===== config.mk =====
export PLATFORM = sky130hd
export DESIGN_NAME = alu_exec_writeback_flat
export DESIGN_NICKNAME = d
export VERILOG_FILES = /design/src/rtl/alu_exec_writeback_if.sv /design/src/rtl/alu_exec_writeback.sv /design/src/flat_wrapper.sv
export SDC_FILE = /design/constraint.sdc
export NUM_CORES = 1
export LEC_CHECK = 0
export CAP_MARGIN = 20
export CORE_MARGIN = 1
export CORE_UTILIZATION = 55
export DETAILED_ROUTE_END_ITERATION = 10
export PLACE_DENSITY = 0.79
export SETUP_SLACK_MARGIN = 0.3
export SYNTH_ARGS = -nofsm -noshare
export SYNTH_HDL_FRONTEND = slang
export SYNTH_SLANG_ARGS = --single-unit

===== constraint.sdc =====
create_clock -name Clk -period 3.9 [get_ports Clk]
set_input_delay 0.975 -clock Clk [delete_from_list [all_inputs] [get_ports Clk]]
set_output_delay 0.975 -clock Clk [all_outputs]
set_load 0.01 [all_outputs]

===== src/rtl/alu_exec_writeback_if.sv =====
// Instruction handshake, register-file read/write ports and status for alu_exec_writeback.
// slave is the execute stage's view; master is the upstream/register-file side.
interface alu_exec_writeback_if #(
  parameter int WIDTH  = 32,
  parameter int ADDR_W = 5
);
  logic              InValid;
  logic              InReady;
  logic [3:0]        AluOp;
  logic [ADDR_W-1:0] SrcReg1;
  logic [ADDR_W-1:0] SrcReg2;
  logic [ADDR_W-1:0] DestReg;
  logic [ADDR_W-1:0] ReadRegNum1;
  logic [ADDR_W-1:0] ReadRegNum2;
  logic [WIDTH-1:0]  ReadOut1;
  logic [WIDTH-1:0]  ReadOut2;
  logic              WriteEn;
  logic [ADDR_W-1:0] WriteRegNum;
  logic [WIDTH-1:0]  RegData;
  logic              Done;
  logic              OpErr;
  logic              Busy;

  modport slave (
    input  InValid, AluOp, SrcReg1, SrcReg2, DestReg, ReadOut1, ReadOut2,
    output InReady, ReadRegNum1, ReadRegNum2, WriteEn, WriteRegNum, RegData,
           Done, OpErr, Busy
  );

  modport master (
    output InValid, AluOp, SrcReg1, SrcReg2, DestReg, ReadOut1, ReadOut2,
    input  InReady, ReadRegNum1, ReadRegNum2, WriteEn, WriteRegNum, RegData,
           Done, OpErr, Busy
  );
endinterface


===== src/rtl/alu_exec_writeback.sv =====
// Execute/writeback stage around a 2R1W register file: ALU ops retire 3 cycles after acceptance, MUL 34.
// One instruction in flight; InReady only in IDLE, so upstream holds InValid until accepted.
module alu_exec_writeback #(
  parameter int WIDTH  = 32,
  parameter int ADDR_W = 5
) (
  input logic                 Clk,
  input logic                 Reset,
  alu_exec_writeback_if.slave bus
);
  localparam int              CNT_W = $clog2(WIDTH);
  localparam logic [CNT_W-1:0] LAST = CNT_W'(WIDTH - 1);

  typedef enum logic [2:0] {IDLE, READ, EXEC, MUL, WB} state_t;

  state_t            r_state;
  logic [3:0]        r_op;
  logic [ADDR_W-1:0] r_src1;
  logic [ADDR_W-1:0] r_src2;
  logic [ADDR_W-1:0] r_dest;
  logic [WIDTH-1:0]  r_op_a;
  logic [WIDTH-1:0]  r_op_b;
  logic [WIDTH-1:0]  r_acc;
  logic [WIDTH-1:0]  r_result;
  logic [CNT_W-1:0]  r_cnt;
  logic              r_err;

  logic [WIDTH-1:0]  w_alu;
  logic              w_illegal;
  logic [WIDTH-1:0]  w_acc_next;

  always_comb begin
    w_alu     = '0;
    w_illegal = 1'b0;
    case (r_op)
      4'd0: w_alu = r_op_a + r_op_b;
      4'd1: w_alu = r_op_a - r_op_b;
      4'd2: w_alu = r_op_a & r_op_b;
      4'd3: w_alu = r_op_a | r_op_b;
      4'd4: w_alu = r_op_a ^ r_op_b;
      4'd5: w_alu = {{(WIDTH-1){1'b0}}, ($signed(r_op_a) < $signed(r_op_b))};
      4'd6: w_alu = r_op_a << r_op_b[4:0];
      4'd7: w_alu = r_op_a >> r_op_b[4:0];
      default: w_illegal = 1'b1;
    endcase
  end

  // One shift-add step: OpA walks left, OpB walks right, bit 0 of OpB gates the add.
  assign w_acc_next = r_acc + (r_op_b[0] ? r_op_a : '0);

  always_ff @(posedge Clk) begin
    if (Reset) begin
      r_state  <= IDLE;
      r_op     <= '0;
      r_src1   <= '0;
      r_src2   <= '0;
      r_dest   <= '0;
      r_op_a   <= '0;
      r_op_b   <= '0;
      r_acc    <= '0;
      r_result <= '0;
      r_cnt    <= '0;
      r_err    <= 1'b0;
    end else begin
      case (r_state)
        IDLE: begin
          if (bus.InValid) begin
            r_op    <= bus.AluOp;
            r_src1  <= bus.SrcReg1;
            r_src2  <= bus.SrcReg2;
            r_dest  <= bus.DestReg;
            r_err   <= 1'b0;
            r_state <= READ;
          end
        end
        READ: begin
          r_op_a  <= bus.ReadOut1;
          r_op_b  <= bus.ReadOut2;
          r_acc   <= '0;
          r_cnt   <= '0;
          r_state <= (r_op == 4'd8) ? MUL : EXEC;
        end
        EXEC: begin
          r_result <= w_alu;
          r_err    <= w_illegal;
          r_state  <= WB;
        end
        MUL: begin
          r_acc  <= w_acc_next;
          r_op_a <= r_op_a << 1;
          r_op_b <= r_op_b >> 1;
          r_cnt  <= r_cnt + 1'b1;
          if (r_cnt == LAST) begin
            r_result <= w_acc_next;
            r_state  <= WB;
          end
        end
        WB:      r_state <= IDLE;
        default: r_state <= IDLE;
      endcase
    end
  end

  // Reset gates InReady directly so an instruction is never taken in a reset cycle.
  assign bus.InReady     = (r_state == IDLE) && !Reset;
  assign bus.Busy        = (r_state != IDLE);
  assign bus.Done        = (r_state == WB);
  assign bus.WriteEn     = (r_state == WB) && !r_err;
  assign bus.OpErr       = (r_state == WB) && r_err;
  assign bus.ReadRegNum1 = r_src1;
  assign bus.ReadRegNum2 = r_src2;
  assign bus.WriteRegNum = r_dest;
  assign bus.RegData     = r_result;
endmodule


===== src/flat_wrapper.sv =====
// flat-port wrapper written by rule: the top's interface ports become plain ports
module alu_exec_writeback_flat 
#(
  parameter int WIDTH  = 32,
  parameter int ADDR_W = 5
)
  (Clk, Reset, bus_InValid, bus_AluOp, bus_SrcReg1, bus_SrcReg2, bus_DestReg, bus_ReadOut1, bus_ReadOut2, bus_InReady, bus_ReadRegNum1, bus_ReadRegNum2, bus_WriteEn, bus_WriteRegNum, bus_RegData, bus_Done, bus_OpErr, bus_Busy);
  alu_exec_writeback_if #(.WIDTH(WIDTH), .ADDR_W(ADDR_W)) bus_i ();
  input logic Clk;
  input logic Reset;
  input wire logic [$bits(bus_i.InValid)-1:0] bus_InValid;
  input wire logic [$bits(bus_i.AluOp)-1:0] bus_AluOp;
  input wire logic [$bits(bus_i.SrcReg1)-1:0] bus_SrcReg1;
  input wire logic [$bits(bus_i.SrcReg2)-1:0] bus_SrcReg2;
  input wire logic [$bits(bus_i.DestReg)-1:0] bus_DestReg;
  input wire logic [$bits(bus_i.ReadOut1)-1:0] bus_ReadOut1;
  input wire logic [$bits(bus_i.ReadOut2)-1:0] bus_ReadOut2;
  output wire logic [$bits(bus_i.InReady)-1:0] bus_InReady;
  output wire logic [$bits(bus_i.ReadRegNum1)-1:0] bus_ReadRegNum1;
  output wire logic [$bits(bus_i.ReadRegNum2)-1:0] bus_ReadRegNum2;
  output wire logic [$bits(bus_i.WriteEn)-1:0] bus_WriteEn;
  output wire logic [$bits(bus_i.WriteRegNum)-1:0] bus_WriteRegNum;
  output wire logic [$bits(bus_i.RegData)-1:0] bus_RegData;
  output wire logic [$bits(bus_i.Done)-1:0] bus_Done;
  output wire logic [$bits(bus_i.OpErr)-1:0] bus_OpErr;
  output wire logic [$bits(bus_i.Busy)-1:0] bus_Busy;
  assign bus_i.InValid = bus_InValid;
  assign bus_i.AluOp = bus_AluOp;
  assign bus_i.SrcReg1 = bus_SrcReg1;
  assign bus_i.SrcReg2 = bus_SrcReg2;
  assign bus_i.DestReg = bus_DestReg;
  assign bus_i.ReadOut1 = bus_ReadOut1;
  assign bus_i.ReadOut2 = bus_ReadOut2;
  assign bus_InReady = bus_i.InReady;
  assign bus_ReadRegNum1 = bus_i.ReadRegNum1;
  assign bus_ReadRegNum2 = bus_i.ReadRegNum2;
  assign bus_WriteEn = bus_i.WriteEn;
  assign bus_WriteRegNum = bus_i.WriteRegNum;
  assign bus_RegData = bus_i.RegData;
  assign bus_Done = bus_i.Done;
  assign bus_OpErr = bus_i.OpErr;
  assign bus_Busy = bus_i.Busy;
  alu_exec_writeback #(.WIDTH(WIDTH), .ADDR_W(ADDR_W)) u_core (.Clk(Clk), .Reset(Reset), .bus(bus_i));
endmodule

==> metrics <==
run status finished clean; nets around 2600; Setup Skew between 0.015 and 0.02 ns; Logic pwr share approximately 44%; Remaining DRCs 0; pwr dens approximately 330 nW/um2; measured slew at the worst slew-check pin 0.981 ns; RSZ-0062 raised after global routing true; Unique masters post-synth around 90; Syn Nets ~2500; clk slew on worst S/H paths ~0.070 ns; Seq pwr share between 20% and 30%; Util after Layout ~66%; Clk network pwr share about 28%; via count 18700; Critical Path AT 4.00 ns; number of flops mapped to enable cells by yosys 0; maximum root-to-sink buffer count 2; Wirelength per Cell 25.7 um; #FFs+latches synth 156; initial antenna violation count 0; Die ar. 31000 um2; vias in the first global route 17300; Int Pwr between 3000 and 4000 uW; clock sink count between 150 and 200; # IOs roughly 140; Max Fclk ~270 MHz; Mapped Avg Cell Area around 7.4 um2; GPL Wtd Cong about 1.1; worst skew pair latency roughly 0.47 ns; final antenna-violating net count 0; Final Cycle Share 93.3%; WS Path Type flop to flop; Critical Path Fanout Max 19; cells after synthesis about 2300; Final Hold Viols 0; Max-cap violations 0; type of origin of the critical path flop; largest net degree at the start of global routing a little under 100; CORE AREA 29700 um2; Critical Path RT ~4.3 ns; worst hold path type flop to flop; Yosys Warn Count 0; Hold-fix buffers, CTS 0; post-synthesis sequential area ratio 18.8%; die width around 180 um; FFs w/ async S/R, synth 0%; htree depth 4; leakage approximately 0.0074 uW; slew margin rel. around a third; setup TNS 0 ns; fraction of layout cells with a size suffix above 1 a little under an eighth; Post-DP HPWL between 50 and 60 mm; CP Capture Type flop; Cell Area, Synth between 15000 and 20000 um2; Iteration-0 DRC Markers roughly 2400; synthesis-to-layout area growth 17.2%; Inserted Clock Buffers 17; max-slew violation count 0; global-route usage over all layers between 40 and 50%; drt first pass iters 8; Via density 6.78; switch share 41.8%; Remaining Overflow, GRT 0; filler instances ~2600; num rows 63; Synth area leader dfxtp_1; top_reg_cell synth dfxtp_1; VDD IR max between 0.2 and 0.3 mV; TritonCTS clock tree done; sw power 2670 uW; post-synth top area share roughly a fifth; Die H 176 um; starting density of the core a little under three fifths; endpoints failing setup 0; final wirelength 70.9 mm; port bufs 137; largest cells by area after synthesis dfxtp_1, ha_1, mux2i_1; root buf cell clkbuf_16; Tmin final between 3 and 4 ns; first-pass GRT wire length roughly 100 mm
logic make-up (layout without fill, tap and decap cells):
kind of cell / Yosys count / after routing / share of synthesized area [%]
compound gates: 760 / 760 / 30.3
xor+xnor: 37 / 37 / 1.95
fa+ha+maj: 150 / 150 / 11.4
buf+inv: 290 / 396 / 6.96
flops: 156 / 156 / 18.8
mux: 158 / 158 / 12.1
other cells: 0 / 2 / 0
simple gates: 707 / 707 / 18.5
critical path, stage by stage, from the launching register on:
cell and delay [ns]:
dfxtp_1 0.54, nor2b_1 0.53, nand2_1 0.46, buf_12 0.30, o21ai_0 0.66, a221oi_1 0.12, o21ai_0 0.33, o21ai_0 0.31
a211oi_1 0.27
stage by stage:
stage,area (um2),hold WS [ns],worst slack (ns),instances,total power (uW)
finish,19500,0.457,0.262,2756,6400
global route,19500,0.477,0.198,2754,6620
CTS,19400,0.455,0.283,2753,6240
detailed placement,18700,0.445,0.0620,2721,4500
global placement,18700,0.442,0.194,2721,4470
floorplan,16700,0.436,0.319,2258,3520
layer usage:
metal	up-vias	track usage [%]	wire length, um
met2	1279	68.5	30200
met1	8766	60.5	28800
met3	200	13.4	9350
met4	0	15.9	2640
li1	8427	-	-
met5	-	0	0
power by group through the flow:
stage               Clock (uW)  Combinational (uW)  Sequential, uW
finish                    1760                2840            1800
global route              1830                2990            1800
CTS                       1760                2690            1790
detailed placement           0                2670            1820
global placement             0                2660            1820
floorplan                    0                1710            1810
area by class of cell:
type | count | area, um2 | area share (%)
tap | 390 | 488 | 2.50
clock inverter | 11 | 133 | 0.680
timing repair buffer | 259 | 2330 | 11.9
clock buffer | 21 | 470 | 2.41
sequential | 156 | 3140 | 16.1
antenna | 2 | 5.00 | 0.0257
inverter | 105 | 398 | 2.04
multi-input combinational | 1812 | 12500 | 64.3
sequential cells by signal, summed over array words and instances (netlist names), 3 cells and up:
name	cells
u_core.bus.ReadRegNum1	5
u_core.bus.RegData	32
u_core.bus.ReadRegNum2	5
u_core.r_op_a	32
u_core.r_acc	32
u_core.bus.WriteRegNum	5
u_core.r_state	3
u_core.r_op	4
u_core.r_cnt	5
u_core.r_op_b	32
cells in the mapped netlist (9+ instances only):
library cell  number
xor2_1            14
nand3_1           26
mux4_2            33
o211ai_1          35
nor3_1            45
a21o_1            29
o2111ai_1          9
a31oi_1           26
xnor2_1           23
o21bai_1          11
o22ai_1           19
o21a_1             9
o21ai_1           19
nor2_1           287
clkbuf_1         127
mux2i_1          112
nand4_1           14
mux2_2            13
nand3b_1          10
nor4_1             9
and2_1            10
ha_1             147
buf_1             27
a21oi_1          205
a311oi_1          12
o31ai_1           12
nor2b_1           20
nand2b_1          17
a211oi_1         100
a221oi_1          12
a22oi_1           33
dfxtp_1          156
buf_2             23
o21ai_0          131
inv_1            101
nand2_1          236
layout by cell type, fill, tap and decap left out, types with 7 or more instances in the layout:
cell               n
or3_1              7
a311oi_1          11
nand3b_1          10
o21ai_0          130
inv_1             97
o22ai_1           19
nand2b_1          17
o21bai_1          11
nand4_1           14
mux2i_1          111
a21oi_1          203
nand3_1           26
a211o_1            8
mux2_2            13
o21ai_1           17
o2111ai_1          8
xnor2_1           23
nor2_1           283
a221o_1            7
clkbuf_16         17
nand2_1          236
a221oi_1          12
ha_1             145
dfxtp_1          149
mux4_2            33
a22oi_1           33
a31oi_1           26
nor4_1             9
buf_4            119
o21a_1             9
a21o_1            29
a211oi_1          96
xor2_1            14
o31ai_1           11
nor3_1            43
clkdlybuf4s50_1  136
o211ai_1          35
nor2b_1           19
and2_1             9
what timing repair did:
action | in CTS | in global routing
pin swaps | 0 | 10
buffers inserted | 0 | 1
resized for setup | 4 | 36
endpoints found under the setup margin | 10 | 21
final timing paths:
check | slack, ns | start | cells past startpoint | endpoint
worst min-delay path | 0.46 | u_core.bus.ReadRegNum1[1] | 2 | u_core.bus.ReadRegNum1[1]
worst max register to register | 0.26 | u_core.r_op[0] | 8 | u_core.bus.RegData[11]
worst min register to register | 0.46 | u_core.bus.ReadRegNum1[1] | 2 | u_core.bus.ReadRegNum1[1]
worst max-delay path | 0.26 | u_core.r_op[0] | 8 | u_core.bus.RegData[11]
No activity file was read; power rests on OpenSTA's default activity.
